File: config.mk
export PLATFORM = sky130hd
export DESIGN_NAME = p32_pipelined_subtractor
export DESIGN_NICKNAME = d
export VERILOG_FILES = /design/src/rtl/p32_pipelined_subtractor.sv
export SDC_FILE = /design/constraint.sdc
export NUM_CORES = 1
export LEC_CHECK = 0
export BUFFER_PORTS_ARGS = -buffer_cell sky130_fd_sc_hd__buf_4
export CAP_MARGIN = 30
export CORE_UTILIZATION = 33
export CTS_CLUSTER_SIZE = 20
export DETAILED_ROUTE_END_ITERATION = 12
export HOLD_SLACK_MARGIN = 0.05
export PLACE_DENSITY = 0.62
export SETUP_SLACK_MARGIN = 0.15
export SKIP_CTS_REPAIR_TIMING = 1
export SLEW_MARGIN = 20
export SYNTH_ARGS = -nofsm -noshare
export SYNTH_HDL_FRONTEND = slang
export SYNTH_SLANG_ARGS = --single-unit
File: constraint.sdc
create_clock -name clk -period 6.6 [get_ports clk]
set_input_delay 0.66 -clock clk [delete_from_list [all_inputs] [get_ports clk]]
set_output_delay 0.66 -clock clk [all_outputs]
set_load 0.02 [all_outputs]
File: src/rtl/p32_pipelined_subtractor.sv
// rtl/p32_pipelined_subtractor.sv - 3-stage pipelined 32-bit subtractor on a radix-4 prefix carry tree
// Computes a + ~b + 1 with valid/ready flow control and borrow/zero/neg/ovf flags.
module p32_pipelined_subtractor #(
    parameter int WIDTH = 32,
    parameter int TAG_W = 4
) (
    input  logic             clk,
    input  logic             rst,
    input  logic             in_valid,
    output logic             in_ready,
    input  logic [WIDTH-1:0] a,
    input  logic [WIDTH-1:0] b,
    input  logic [TAG_W-1:0] in_tag,
    output logic             out_valid,
    input  logic             out_ready,
    output logic [WIDTH-1:0] diff,
    output logic             borrow,
    output logic             zero,
    output logic             neg,
    output logic             ovf,
    output logic [TAG_W-1:0] out_tag
);

    logic adv;

    logic             s1_v_q, s2_v_q, s3_v_q;
    logic [WIDTH-1:0] s1_g_q, s1_p_q, s1_x_q;
    logic             s1_a31_q, s1_b31_q;
    logic [TAG_W-1:0] s1_tag_q;

    logic [WIDTH-1:0] s2_g_d, s2_p_d;
    logic [WIDTH-1:0] s2_g_q, s2_p_q, s2_x_q;
    logic             s2_a31_q, s2_b31_q;
    logic [TAG_W-1:0] s2_tag_q;

    logic [WIDTH-1:0] s3_diff_d;
    logic             s3_borrow_d, s3_zero_d, s3_neg_d, s3_ovf_d;
    logic [WIDTH-1:0] s3_diff_q;
    logic             s3_borrow_q, s3_zero_q, s3_neg_q, s3_ovf_q;
    logic [TAG_W-1:0] s3_tag_q;

    // One global enable: the whole pipe moves or the whole pipe holds.
    assign adv      = ~s3_v_q | out_ready;
    assign in_ready = adv;

    // The carry-in of 1 becomes the bit -1 generate, absorbed into the bit 0 node.
    logic [WIDTH-1:0] g0c, l1_g, l1_p;
    assign g0c = {s1_g_q[WIDTH-1:1], s1_g_q[0] | s1_p_q[0]};

    assign l1_g[0] = g0c[0];
    assign l1_p[0] = s1_p_q[0];
    for (genvar i = 1; i < WIDTH; i++) begin : g_l1
        assign l1_g[i] = g0c[i] | (s1_p_q[i] & g0c[i-1]);
        assign l1_p[i] = s1_p_q[i] & s1_p_q[i-1];
    end

    // Pads below bit 0 act as identity nodes (G = 0, P = 1).
    logic [WIDTH+5:0] l1_gx, l1_px;
    assign l1_gx = {l1_g, 6'b000000};
    assign l1_px = {l1_p, 6'b111111};
    for (genvar i = 0; i < WIDTH; i++) begin : g_l2
        assign s2_g_d[i] = l1_gx[i+6] | (l1_px[i+6] & (l1_gx[i+4] | (l1_px[i+4] &
                           (l1_gx[i+2] | (l1_px[i+2] & l1_gx[i])))));
        assign s2_p_d[i] = l1_px[i+6] & l1_px[i+4] & l1_px[i+2] & l1_px[i];
    end

    logic [WIDTH+23:0] l3_gx;
    logic [WIDTH+15:0] l3_px;
    logic [WIDTH-1:0]  carry;
    assign l3_gx = {s2_g_q, 24'h000000};
    assign l3_px = {s2_p_q, 16'hFFFF};
    for (genvar i = 0; i < WIDTH; i++) begin : g_l3
        assign carry[i] = l3_gx[i+24] | (l3_px[i+16] & (l3_gx[i+16] | (l3_px[i+8] &
                          (l3_gx[i+8] | (l3_px[i] & l3_gx[i])))));
    end

    always_comb begin
        s3_diff_d   = s2_x_q ^ {carry[WIDTH-2:0], 1'b1};
        s3_borrow_d = ~carry[WIDTH-1];
        s3_zero_d   = (s3_diff_d == '0);
        s3_neg_d    = s3_diff_d[WIDTH-1];
        s3_ovf_d    = (s2_a31_q != s2_b31_q) && (s3_diff_d[WIDTH-1] != s2_a31_q);
    end

    always_ff @(posedge clk or posedge rst) begin
        if (rst) begin
            s1_v_q      <= 1'b0;
            s1_g_q      <= '0;
            s1_p_q      <= '0;
            s1_x_q      <= '0;
            s1_a31_q    <= 1'b0;
            s1_b31_q    <= 1'b0;
            s1_tag_q    <= '0;
            s2_v_q      <= 1'b0;
            s2_g_q      <= '0;
            s2_p_q      <= '0;
            s2_x_q      <= '0;
            s2_a31_q    <= 1'b0;
            s2_b31_q    <= 1'b0;
            s2_tag_q    <= '0;
            s3_v_q      <= 1'b0;
            s3_diff_q   <= '0;
            s3_borrow_q <= 1'b0;
            s3_zero_q   <= 1'b0;
            s3_neg_q    <= 1'b0;
            s3_ovf_q    <= 1'b0;
            s3_tag_q    <= '0;
        end else if (adv) begin
            s1_v_q      <= in_valid;
            s1_g_q      <= a & ~b;
            s1_p_q      <= a | ~b;
            s1_x_q      <= a ^ ~b;
            s1_a31_q    <= a[WIDTH-1];
            s1_b31_q    <= b[WIDTH-1];
            s1_tag_q    <= in_tag;
            s2_v_q      <= s1_v_q;
            s2_g_q      <= s2_g_d;
            s2_p_q      <= s2_p_d;
            s2_x_q      <= s1_x_q;
            s2_a31_q    <= s1_a31_q;
            s2_b31_q    <= s1_b31_q;
            s2_tag_q    <= s1_tag_q;
            s3_v_q      <= s2_v_q;
            s3_diff_q   <= s3_diff_d;
            s3_borrow_q <= s3_borrow_d;
            s3_zero_q   <= s3_zero_d;
            s3_neg_q    <= s3_neg_d;
            s3_ovf_q    <= s3_ovf_d;
            s3_tag_q    <= s2_tag_q;
        end
    end

    assign out_valid = s3_v_q;
    assign diff      = s3_diff_q;
    assign borrow    = s3_borrow_q;
    assign zero      = s3_zero_q;
    assign neg       = s3_neg_q;
    assign ovf       = s3_ovf_q;
    assign out_tag   = s3_tag_q;

endmodule

---- Yosys cells after proc, flatten, opt, wreduce, memory -nomap -nowiden ----
Cells that the tools add are included.
cells by class
  equality and inequality tests ........... 2
  bitwise logic cells ..................... 390
  reductions and logical operators ........ 2
operators by type and width
  cell                   count
  1-bit AND              248
  1-bit bitwise OR       135
  32-bit XOR             2
  32-bit AND             1
  32-bit zero test       1
  32-bit NOT             1
  32-bit bitwise OR      1
  1-bit inequality test  2
  1-bit NOT              2
  1-bit logical AND      1
storage, ports and cells
  flip-flop bits (word level) ............. 247
  input port bits ......................... 72
  output and inout port bits .............. 42
  logic and storage cells ................. 415

---- Longest topological paths before layout ----
  word-level depth ........................ 9
  mapped depth ............................ 8
  mapped depth without buffers ............ 6

---- Worst setup path before layout ----
No wires, ideal clock.
  path kind ............................... input-to-output
  start point ............................. input port out_ready
  end point ............................... output port in_ready
  data arrival time ....................... 1.811 ns
  data required time ...................... 5.940 ns
  setup slack ............................. 4.129 ns
  stages on the path ...................... 6
  buffers on the path ..................... 4
  path through ............................ nor2b_1 -> clkbuf_1 -> inv_2 -> clkbuf_1 -> clkbuf_1 -> clkbuf_1
on the way
  longest elaborated chain between the ends .. 1
RTL lines
  what              RTL line  RTL
  from (decl)       15        input logic out_ready,
  1-bit bitwise OR  43        assign adv = ~s3_v_q | out_ready;
  to (decl)         10        output logic in_ready,
No other way between the ends.

---- Final worst setup path ----
  start point ............................. register s3_v_q, in the netlist out_valid
  end point ............................... register s2_g_q[7]
on the way
  longest elaborated chain between the ends .. 2
RTL lines
  what                    RTL line  RTL
  from (decl)             26        logic s1_v_q, s2_v_q, s3_v_q;
  from (signal assigned)  123       s3_v_q <= s2_v_q;
  1-bit NOT               43
  1-bit bitwise OR        43
  to (signal assigned)    117       s2_g_q <= s2_g_d;
  to (decl)               32        logic [WIDTH-1:0] s2_g_q, s2_p_q, s2_x_q;
No other way between the ends.
A chain may end at the register's enable or synchronous reset.

==> metrics <==
outcome=finished, final reports clean; 1st-pass router iterations=4; die height=185 microns; Worst-Margin Slew=0.859 ns; Final period util=44.7%; Worst Setup EP=s2_g_q[7]$_DFFE_PP0P_; clock root buffer=clkbuf_16; Initial DRC Count=492; Mapped Avg Cell Area=8.91 sq um; WP data arrival=3.34 ns; Routed Antenna Nets=0; commonest non-fill, non-tap cells in the layout=nand2_1, dfrtp_1, buf_4; IO Port Bufs=113; DP Cell Count=1731; Crit Path Class=register to register; Final Wtd Congestion=0.804; Seq/Total Area, Yosys=54.1%; Max H-tree Level=1; minimum clock period=2.95 ns; CTS clock-pin slew for the worst setup and hold paths=0.06 ns; gr usage total=15.3%; Worst Setup Start Kind=register; starting density of the core=33.7%; commonest non-fill, non-tap cell in the layout=nand2_1; LEAKAGE=6.58 nW; Worst path slowest cell=buf_4; library cells used by synthesis=41; layout cells sized above 1=12.6%; IO Count=114; synth-to-layout area growth=19.1%; flop-to-flop setup slack=3.65 ns; Max Transition Viols Final=0; fin cells=1776; Critical Path RT=6.99 ns; Routed wire per std cell=14.4 microns; CTS tree=done; EDFF count, synth=0; Power Dens Cells=413 nW/um^2; vias in the first global route=7919; Vias/cell=4.65; final core utilization=40.1%; Core ar.=32700 sq um; vias post-DR=8251; Max FO, Critical Path=146; TNS Setup=0 ns; die area=34100 sq um; most used cell, CP=buf_12; dpl hpwl=18.4 mm; Max-cap violations=0; largest net degree at the start of global routing=147; CP max stage delay=0.62 ns; Die X=185 microns; clk_skew=0.0117 ns; Post-Synthesis Cells=1236; VDD IR max=214 uV; CTS buffer count=26; Final setup viols=0; clk sinks=238; Reg-to-Reg End=s2_g_q[7]$_DFFE_PP0P_; Fin. Hold Viols=0; post-synthesis cell area=11000 sq um; RSZ-0062 raised after global routing=false; CTS Buffer Depth=3; antenna violations before repair=0; CP Capture Type=register; FFs w/ async S/R, synth=100%; Post-route DRC=0; top_reg_cell synth=dfrtp_1; worst hold path class=input port to asynchronous set/reset pin; R2R depth=8; # rows=66; Place WS=2.99 ns; reg2reg start=out_valid$_DFFE_PP0P_; cell chain of the critical path=nor2b_4 > buf_12 > inv_8 > buf_4 > buf_12 > nand2b_1 > a221oi_1 > a21oi_1; Layout Nets=1454; Yosys warnings=0; total grt overflow=0; relative slew slack=42.7%; # diodes=0; Synth Net Count=1372; FMAX=339 MHz; FF+latch count, synth=238; crit path launch=out_valid$_DFFE_PP0P_; worst-skew pair later-pin latency=0.52 ns; global-route wire length before repair=41.7 mm; final worst slack=3.65 ns; drt total wl=25.6 mm
layer usage:
| metal | vias to the layer above | routed length, microns | global-route usage [%] |
|---|---|---|---|
| met5 | - | 0 | 0 |
| met4 | 0 | 349 | 3.17 |
| met3 | 30 | 1110 | 2.29 |
| met2 | 153 | 11300 | 23.7 |
| met1 | 3923 | 12900 | 22.6 |
| li1 | 4145 | - | - |
power by group:
part           total (W)  switching, W  internal (W)
Combinational    0.00173       0.00106      0.000667
Clock            0.00139      0.000560      0.000834
Sequential       0.00229      0.000356       0.00194
Total            0.00542       0.00198       0.00344
layout make-up:
| type | instances | area [sq um] |
|---|---|---|
| flip-flops and latches | 238 | 5960 |
| inverters | 77 | 300 |
| clock inverters | 8 | 65.1 |
| well taps | 442 | 553 |
| fillers | 3275 | 19600 |
| multi-input cells | 854 | 4520 |
| clock buffers | 36 | 759 |
| repair buffers | 121 | 958 |
metrics by stage:
stage	area [sq um]	power (W)	hold WS, ns
3_5_place_dp	12300	0.00407	0.455
6_report	13100	0.00542	0.124
5_1_grt	13100	0.00578	0.139
4_1_cts	13100	0.00547	0.120
2_1_floorplan	11000	0.00340	0.430
3_3_place_gp	12200	0.00402	0.441
cells in the mapped netlist, types with 2 or more instances:
master	number	area, sq um
inv_1	73	274
o21bai_1	12	90.1
o21a_1	5	37.5
clkbuf_1	62	233
o21ai_0	15	75.1
ha_1	64	801
nand2b_1	5	31.3
o21ai_1	31	155
o31ai_1	17	128
nor3_1	7	35.0
nor2_1	86	323
a311oi_1	2	17.5
a21oi_1	89	445
dfrtp_1	238	5960
nand2_1	400	1500
a21o_1	15	113
xor2_1	9	78.8
a31oi_1	14	87.6
buf_1	4	15.0
nor2b_1	4	25.0
nand3_1	21	105
and4_1	2	17.5
nand4_1	16	100
nand3b_1	2	15.0
xnor2_1	21	184
o211ai_1	5	37.5
inv_2	3	11.3
critical path, delay by kind of cell, from the launching register on:
kind | cells | cell delay [ns]
AO/OA/AOI/OAI | 2 | 0.44
AND/OR/NAND/NOR | 2 | 0.25
flip-flops | 1 | 0.38
buffers and inverters | 4 | 1.60
how the worst min path moves through the flow:
stage / startpoint / to / slack, ns / depth (start not counted)
6_report: rst / diff[4]$_DFFE_PP0P_ / 0.12 / 2
5_1_grt: rst / s1_x_q[4]$_DFFE_PP0P_ / 0.14 / 2
4_1_cts: rst / diff[5]$_DFFE_PP0P_ / 0.12 / 2
3_5_place_dp: s1_x_q[18]$_DFFE_PP0P_ / s2_x_q[18]$_DFFE_PP0P_ / 0.46 / 2
3_3_place_gp: s2_g_q[31]$_DFFE_PP0P_ / borrow$_DFFE_PP0P_ / 0.44 / 1
2_1_floorplan: s2_v_q$_DFFE_PP0P_ / s2_v_q$_DFFE_PP0P_ / 0.43 / 2
cells by family after synthesis:
family	after synthesis	synth area share (%)
buffers and inverters	144	4.94
muxes	2	0.193
AOI/OAI and AO/OA	210	11.2
and+or+nand+nor	547	19.8
xor gates and xnor gates	31	2.53
DFF	238	54.1
adders and majority gates	64	7.27
registers in the layout (all words and copies together), names as in the netlist, 4 cells and up:
register and flops:
out_tag 4, diff 31, s1_g_q 32, s1_tag_q 4, s1_x_q 32, s2_tag_q 4
s1_p_q 32, s2_g_q 32, s2_p_q 24, s2_x_q 32
(Power assumes the default switching activity.)
